===== src/rtl/clock_gating_controller.sv =====
// Per-domain wake/idle sequencer driving clock_gating_cell enables; all outputs registered, one edge after input sampling.
// No backpressure: busy/force_on/disable_mask are levels; disable_mask has priority over all requests.
module clock_gating_controller #(
    parameter int NUM_DOMAINS = 4,
    parameter int IDLE_CYCLES = 8,
    parameter int WAKE_CYCLES = 2
) (
    input  logic                     clk,
    input  logic                     rst,
    input  logic [NUM_DOMAINS-1:0]   busy,
    input  logic                     force_on,
    input  logic [NUM_DOMAINS-1:0]   disable_mask,
    output logic [NUM_DOMAINS-1:0]   clk_enable,
    output logic [NUM_DOMAINS-1:0]   ready,
    output logic [2*NUM_DOMAINS-1:0] state_out
);

    localparam int MAX_CYC = (IDLE_CYCLES > WAKE_CYCLES) ? IDLE_CYCLES : WAKE_CYCLES;
    localparam int CW      = $clog2(MAX_CYC + 1);
    localparam logic [CW-1:0] WAKE_LOAD = CW'(WAKE_CYCLES);
    localparam logic [CW-1:0] IDLE_LOAD = CW'(IDLE_CYCLES);
    localparam logic [CW-1:0] CNT_ONE   = CW'(1);

    typedef enum logic [1:0] {
        ST_OFF  = 2'd0,
        ST_WAKE = 2'd1,
        ST_ON   = 2'd2,
        ST_IDLE = 2'd3
    } state_t;

    state_t                   state_q [NUM_DOMAINS];
    state_t                   state_d [NUM_DOMAINS];
    logic [CW-1:0]            cnt_q   [NUM_DOMAINS];
    logic [CW-1:0]            cnt_d   [NUM_DOMAINS];
    logic [NUM_DOMAINS-1:0]   req;
    logic [NUM_DOMAINS-1:0]   clk_enable_q, clk_enable_d;
    logic [NUM_DOMAINS-1:0]   ready_q, ready_d;
    logic [2*NUM_DOMAINS-1:0] state_out_q, state_out_d;

    always_comb begin
        req          = (busy | {NUM_DOMAINS{force_on}}) & ~disable_mask;
        clk_enable_d = '0;
        ready_d      = '0;
        state_out_d  = '0;
        for (int i = 0; i < NUM_DOMAINS; i++) begin
            state_d[i] = state_q[i];
            cnt_d[i]   = cnt_q[i];
            if (disable_mask[i]) begin
                state_d[i] = ST_OFF;
                cnt_d[i]   = '0;
            end else begin
                case (state_q[i])
                    ST_OFF: begin
                        if (req[i]) begin
                            state_d[i] = ST_WAKE;
                            cnt_d[i]   = WAKE_LOAD;
                        end
                    end
                    // Wake always runs to completion, even if the request goes away.
                    ST_WAKE: begin
                        cnt_d[i] = cnt_q[i] - CNT_ONE;
                        if (cnt_q[i] <= CNT_ONE) begin
                            state_d[i] = ST_ON;
                            cnt_d[i]   = '0;
                        end
                    end
                    ST_ON: begin
                        if (!req[i]) begin
                            state_d[i] = ST_IDLE;
                            cnt_d[i]   = IDLE_LOAD;
                        end
                    end
                    // A returning request beats an expiring counter on the same edge.
                    ST_IDLE: begin
                        if (req[i]) begin
                            state_d[i] = ST_ON;
                            cnt_d[i]   = '0;
                        end else if (cnt_q[i] <= CNT_ONE) begin
                            state_d[i] = ST_OFF;
                            cnt_d[i]   = '0;
                        end else begin
                            cnt_d[i] = cnt_q[i] - CNT_ONE;
                        end
                    end
                    default: begin
                        state_d[i] = ST_OFF;
                        cnt_d[i]   = '0;
                    end
                endcase
            end
            clk_enable_d[i]       = (state_d[i] != ST_OFF);
            ready_d[i]            = (state_d[i] == ST_ON) || (state_d[i] == ST_IDLE);
            state_out_d[2*i +: 2] = state_d[i];
        end
    end

    always_ff @(posedge clk) begin
        if (rst) begin
            for (int i = 0; i < NUM_DOMAINS; i++) begin
                state_q[i] <= ST_OFF;
                cnt_q[i]   <= '0;
            end
            clk_enable_q <= '0;
            ready_q      <= '0;
            state_out_q  <= '0;
        end else begin
            for (int i = 0; i < NUM_DOMAINS; i++) begin
                state_q[i] <= state_d[i];
                cnt_q[i]   <= cnt_d[i];
            end
            clk_enable_q <= clk_enable_d;
            ready_q      <= ready_d;
            state_out_q  <= state_out_d;
        end
    end

    assign clk_enable = clk_enable_q;
    assign ready      = ready_q;
    assign state_out  = state_out_q;

endmodule


===== config.mk =====
export PLATFORM = sky130hd
export DESIGN_NAME = clock_gating_controller
export DESIGN_NICKNAME = d
export VERILOG_FILES = /design/src/rtl/clock_gating_controller.sv
export SDC_FILE = /design/constraint.sdc
export NUM_CORES = 1
export LEC_CHECK = 0
export ABC_AREA = 1
export ABC_CLOCK_PERIOD_IN_PS = 3200
export CAP_MARGIN = 20
export CELL_PAD_IN_SITES_DETAIL_PLACEMENT = 1
export CELL_PAD_IN_SITES_GLOBAL_PLACEMENT = 1
export CORE_MARGIN = 2
export CORE_UTILIZATION = 41
export DETAILED_ROUTE_END_ITERATION = 8
export PLACE_DENSITY_LB_ADDON = 0.1
export SLEW_MARGIN = 20
export SYNTH_ARGS = -nofsm -noshare
export SYNTH_HDL_FRONTEND = slang
export SYNTH_SLANG_ARGS = --single-unit

===== constraint.sdc =====
create_clock -name clk -period 3.2 [get_ports clk]
set_clock_uncertainty 0.15 [all_clocks]
set_input_delay 0.48 -clock clk [delete_from_list [all_inputs] [get_ports clk]]
set_output_delay 0.48 -clock clk [all_outputs]
set_load 0.02 [all_outputs]

Yosys cells after proc, flatten, opt, wreduce, memory -nomap -nowiden
Memories as Yosys holds them, arrays and structs flattened. Index checks and enable logic that the tools add are counted.

Output and inout port bits: 16. Input port bits: 11. Memories: 2. Register bits: 16. RAM bits: 24. Word-level logic and storage cells: 119.

Memories: cnt_q (words 4, width 4, read ports 4, clocked after Yosys merged registers in 0, wr ports 4, line 33) `logic [CW-1:0] cnt_q [NUM_DOMAINS];`; state_q (words 4, width 2, read ports 4, clocked after Yosys merged registers in 0, wr ports 4, line 31) `state_t state_q [NUM_DOMAINS];`.

Mux-type cells: 63. Equality and inequality tests: 20. Reductions and logical operators: 12. Add/subtract/negate cells: 4. $lt $le $gt $ge: 4. Bitwise logic cells: 11.

Operators by type and width (count): two-way mux 4 bit (24); case mux 4 bit (4 select lines) (4); two-way mux 2 bit (28); equality test 2 bit (second input constant) (16); case mux 2 bit (4 select lines) (4); <= comparator 4 x 1 -> 1 bit (second input constant) (4); subtractor 4 x 1 -> 4 bit (second input constant) (4); equality test 2 x 1 -> 1 bit (second input constant) (4); zero test 2 bit (4); OR 1 bit (8); nonzero test 2 bit (4); AND 4 bit (1); logical OR 1 bit (4); inverter 4 bit (1); OR 4 bit (1); two-way mux 1 bit (3).

Logic depth before layout (Yosys ltp)
Depth in word-level cells: 7. Gate-level depth with buffers: 9. Mapped depth without buffers: 9.

Worst setup path before layout
OpenSTA, ideal clock, no wires.

Path type: register -> register. From: register, netlist name state_out[6]. To: memory cnt_q[3][1] in the netlist's numbering. Required time: 2933 ps. Library setup time: 117 ps. Cell stages (with the launch flop): 9. Period minus slack after synthesis: 1664 ps. Slack: 1536 ps. Path buffers: 0. Arrival time: 1397 ps. Cell sequence: dfxtp_1 -> inv_1 -> ha_1 -> nor2_1 -> nand2_1 -> nand2_2 -> inv_1 -> o21ai_0 -> nor2_1.

RTL lines (line): to (decl) (33).

Final worst setup path
From: register state_out_q[7], in the netlist state_out[7]. To: output port state_out[7].

RTL lines: from (decl) (line 38) `logic [2*NUM_DOMAINS-1:0] state_out_q, state_out_d;`; from (signal assigned) (line 113) `state_out_q <= state_out_d;`; to (decl) (line 15) `output logic [2*NUM_DOMAINS-1:0] state_out`.

No word-level cell between the ends.

==> impl_metrics.toml <==
[final_layout]
nNetsFinal = 314
area_growth_pct = 25.44
final_area_um2 = 2215
antennaDiodeCount = 0
final_cell_mix = "nor2_1, nand2_1, inv_1"
drive_above_1_share_pct = 6.164
mostFrequentLayoutCell = "nor2_1"

[pwr]
ir_drop_mv = 0.3165
switching_share_pct = 25.71
power.density_nw_per_um2 = 454.5
pwr-share-clk_pct = 43.0
combPwrFrac_pct = 15.1
total_leakage_power_nw = 0.9644
pwr-share-seq_pct = 42.0
power_switching_uw = 258.8
intPower_uw = 747.7

[global_routing]
overflow = 0
gr-usage-all-layers_pct = 19.18
grt_max_degree = 11
first_global_vias = 1738
antenna_found_initial = 0
grt_pass1_wl_mm = 7.548

[sta]
fin_crit_ps = 2025
period_share_pct = 63.27
hold_violations = 0
tightest_slew_ps = 480.1
final-setup-viol-count = 0
rsz0062_at_grt = "no"
setup_ws_ps = 1175
max_freq_ghz = 0.4939
max_slew_margin_pct = 67.66
slew_viol_final = 0
fin_setup_tns_ps = 0

[worst_setup_path]
path_buf_inv = 1
critPathKind = "reg -> out"
crit_arrival_ps = 1390
critPathCaptureType = "output pin"
path_cells = "clkdlybuf4s50_1"
worstPathRequired_ps = 2570
cp_slowest_cell = "clkdlybuf4s50_1"
crit_family = "buffers and inverters"
crit_path_max_incr_delay_ps = 650
crit_fanout = 7
start_kind = "flop"

[routing]
remaining_drc_errors = 0
post_drt_wl_per_cell_um = 12.69
drt_iter0_markers = 57
dr_wl_met3_um = 234
vias = 1676
topRoutingLayerUsed = "met4"
met1Wirelength_mm = 2.160
wl_met2_mm = 1.892
antenna_left = 0
drt-vias-per-instance = 4.901
firstDrtPassIters = 4
routed_wl_mm = 4.341

[floorplanning]
start_util_pct = 43.20
die_w_um = 69.62
chipHeight_um = 69.62
coreArea_um2 = 4086
dieArea_um2 = 4847
rows = 23
io_pins = 27

[clock_network]
cts-root-buf = "clkbuf_8"
cts_hold_buf = 0
cts_buffer_depth = 2
htree_num_levels = 2
cts_sinks = 32
cts_made_buffers = 5
post_cts_buffers = 0
cts_tree = "built"
clock_latency_ps = 280
cts_resized = 0
clkTransAtPathRegs_ps = 70

[synthesis]
synth_cell_types = 26
synthMuxAreaShare_pct = 0
syn_area_per_cell_um2 = 6.843
synthCells = 258
synth_top_family_by_area = "simple AND/OR/NAND/NOR gates"
ys_warn_count = 0
synthSimpleGateAreaFrac_pct = 26.58
ys_seq_area_share_pct = 36.29
synth_fa_ha_area_share_pct = 8.505
synth_area_um2 = 1765
synth_compound_area_share_pct = 17.51
ys_ff_latch = 32
synthXorXnorAreaFrac_pct = 1.984
syn_nets = 281

[placement]
hpwl_mm = 3.383
pre_cts_slack_ps = 1013
io_buffers = 26
dpl_cell_area_um2 = 2088
gp_congestion = 0.8409

[run]
maxCapViolCount = 0

[worst_hold_path]
hold_path.class = "reg -> reg"

[run_status]
status = "finished, final reports clean"
-- power groups by stage --
stage / combinational (mW) / sequential (mW) / clock [mW]
global placement: 0.148 / 0.431 / 0
CTS: 0.153 / 0.422 / 0.442
finish: 0.152 / 0.422 / 0.433
global route: 0.170 / 0.424 / 0.459
floorplan: 0.0829 / 0.441 / 0
detailed placement: 0.151 / 0.431 / 0
-- kinds of logic (layout without fill, tap and decap cells) --
family	count (synthesis)	after routing
fa+ha+maj	12	12
flops	32	32
compound gates	53	53
buf+inv	43	77
xor+xnor	4	4
simple gates	114	114
-- final timing paths --
check / from / end / slack, ps / cells after the start
worst max register to register: cnt_q[1][0] / clk_enable[1] / 1340 / 6
worst max-delay path: state_out[7] / state_out[7] / 1180 / 1
worst min register to register: cnt_q[2][3] / cnt_q[2][3] / 350 / 2
worst min-delay path: cnt_q[2][3] / cnt_q[2][3] / 350 / 2
-- registers in the layout (all words and copies together) (netlist names) --
name,flops
cnt_q,16
state_out,8
clk_enable,4
ready,4
-- Yosys cell counts --
library cell | n | share of area [%]
o211ai_1 | 2 | 0.85
o21ai_0 | 19 | 5.4
o21ai_1 | 3 | 0.85
and2_1 | 1 | 0.35
nand3_1 | 8 | 2.3
o21ai_4 | 1 | 0.92
or2_0 | 1 | 0.35
inv_1 | 43 | 9.1
a21oi_2 | 1 | 0.50
o21a_1 | 2 | 0.85
o22ai_1 | 4 | 1.4
a31oi_1 | 1 | 0.35
nand2_2 | 4 | 1.4
nand4_1 | 3 | 1.1
nor3_1 | 1 | 0.28
ha_1 | 12 | 8.5
xor2_1 | 3 | 1.5
o21bai_1 | 2 | 0.85
o21ai_2 | 2 | 0.99
xnor2_1 | 1 | 0.50
dfxtp_1 | 32 | 36
a21oi_1 | 16 | 4.5
nor2b_1 | 1 | 0.35
nor2_2 | 2 | 0.71
nor2_1 | 48 | 10
nand2_1 | 45 | 9.6
-- metal layers --
metal  global-route usage [%]  vias to the layer above
met5                        0                        -
met4                    5.128                        0
met3                    6.541                        4
met2                    31.62                       28
met1                    23.97                      759
li1                         -                      885
-- final cells by class --
type	instances	area, um2
Sequential cell	32	640.6
Multi-Input combinational cell	183	963.4
Tap cell	50	62.56
Fill cell	534	1872
Inverter	43	161.4
Clock inverter	1	30.03
Timing Repair Buffer	26	260.3
Clock buffer	7	96.34
-- per-stage QoR --
step	power [mW]	hold slack (ps)	std cells	util (%)
after global placement	0.5784	338.5	334	51.10
final	1.006	347.4	342	54.19
after CTS	1.017	353.8	342	54.19
after detailed placement	0.5819	342.3	334	51.10
after floorplan	0.5235	313.2	258	-
after global routing	1.053	383.0	342	54.19
Note: power is estimated with default switching activity, not from simulation.
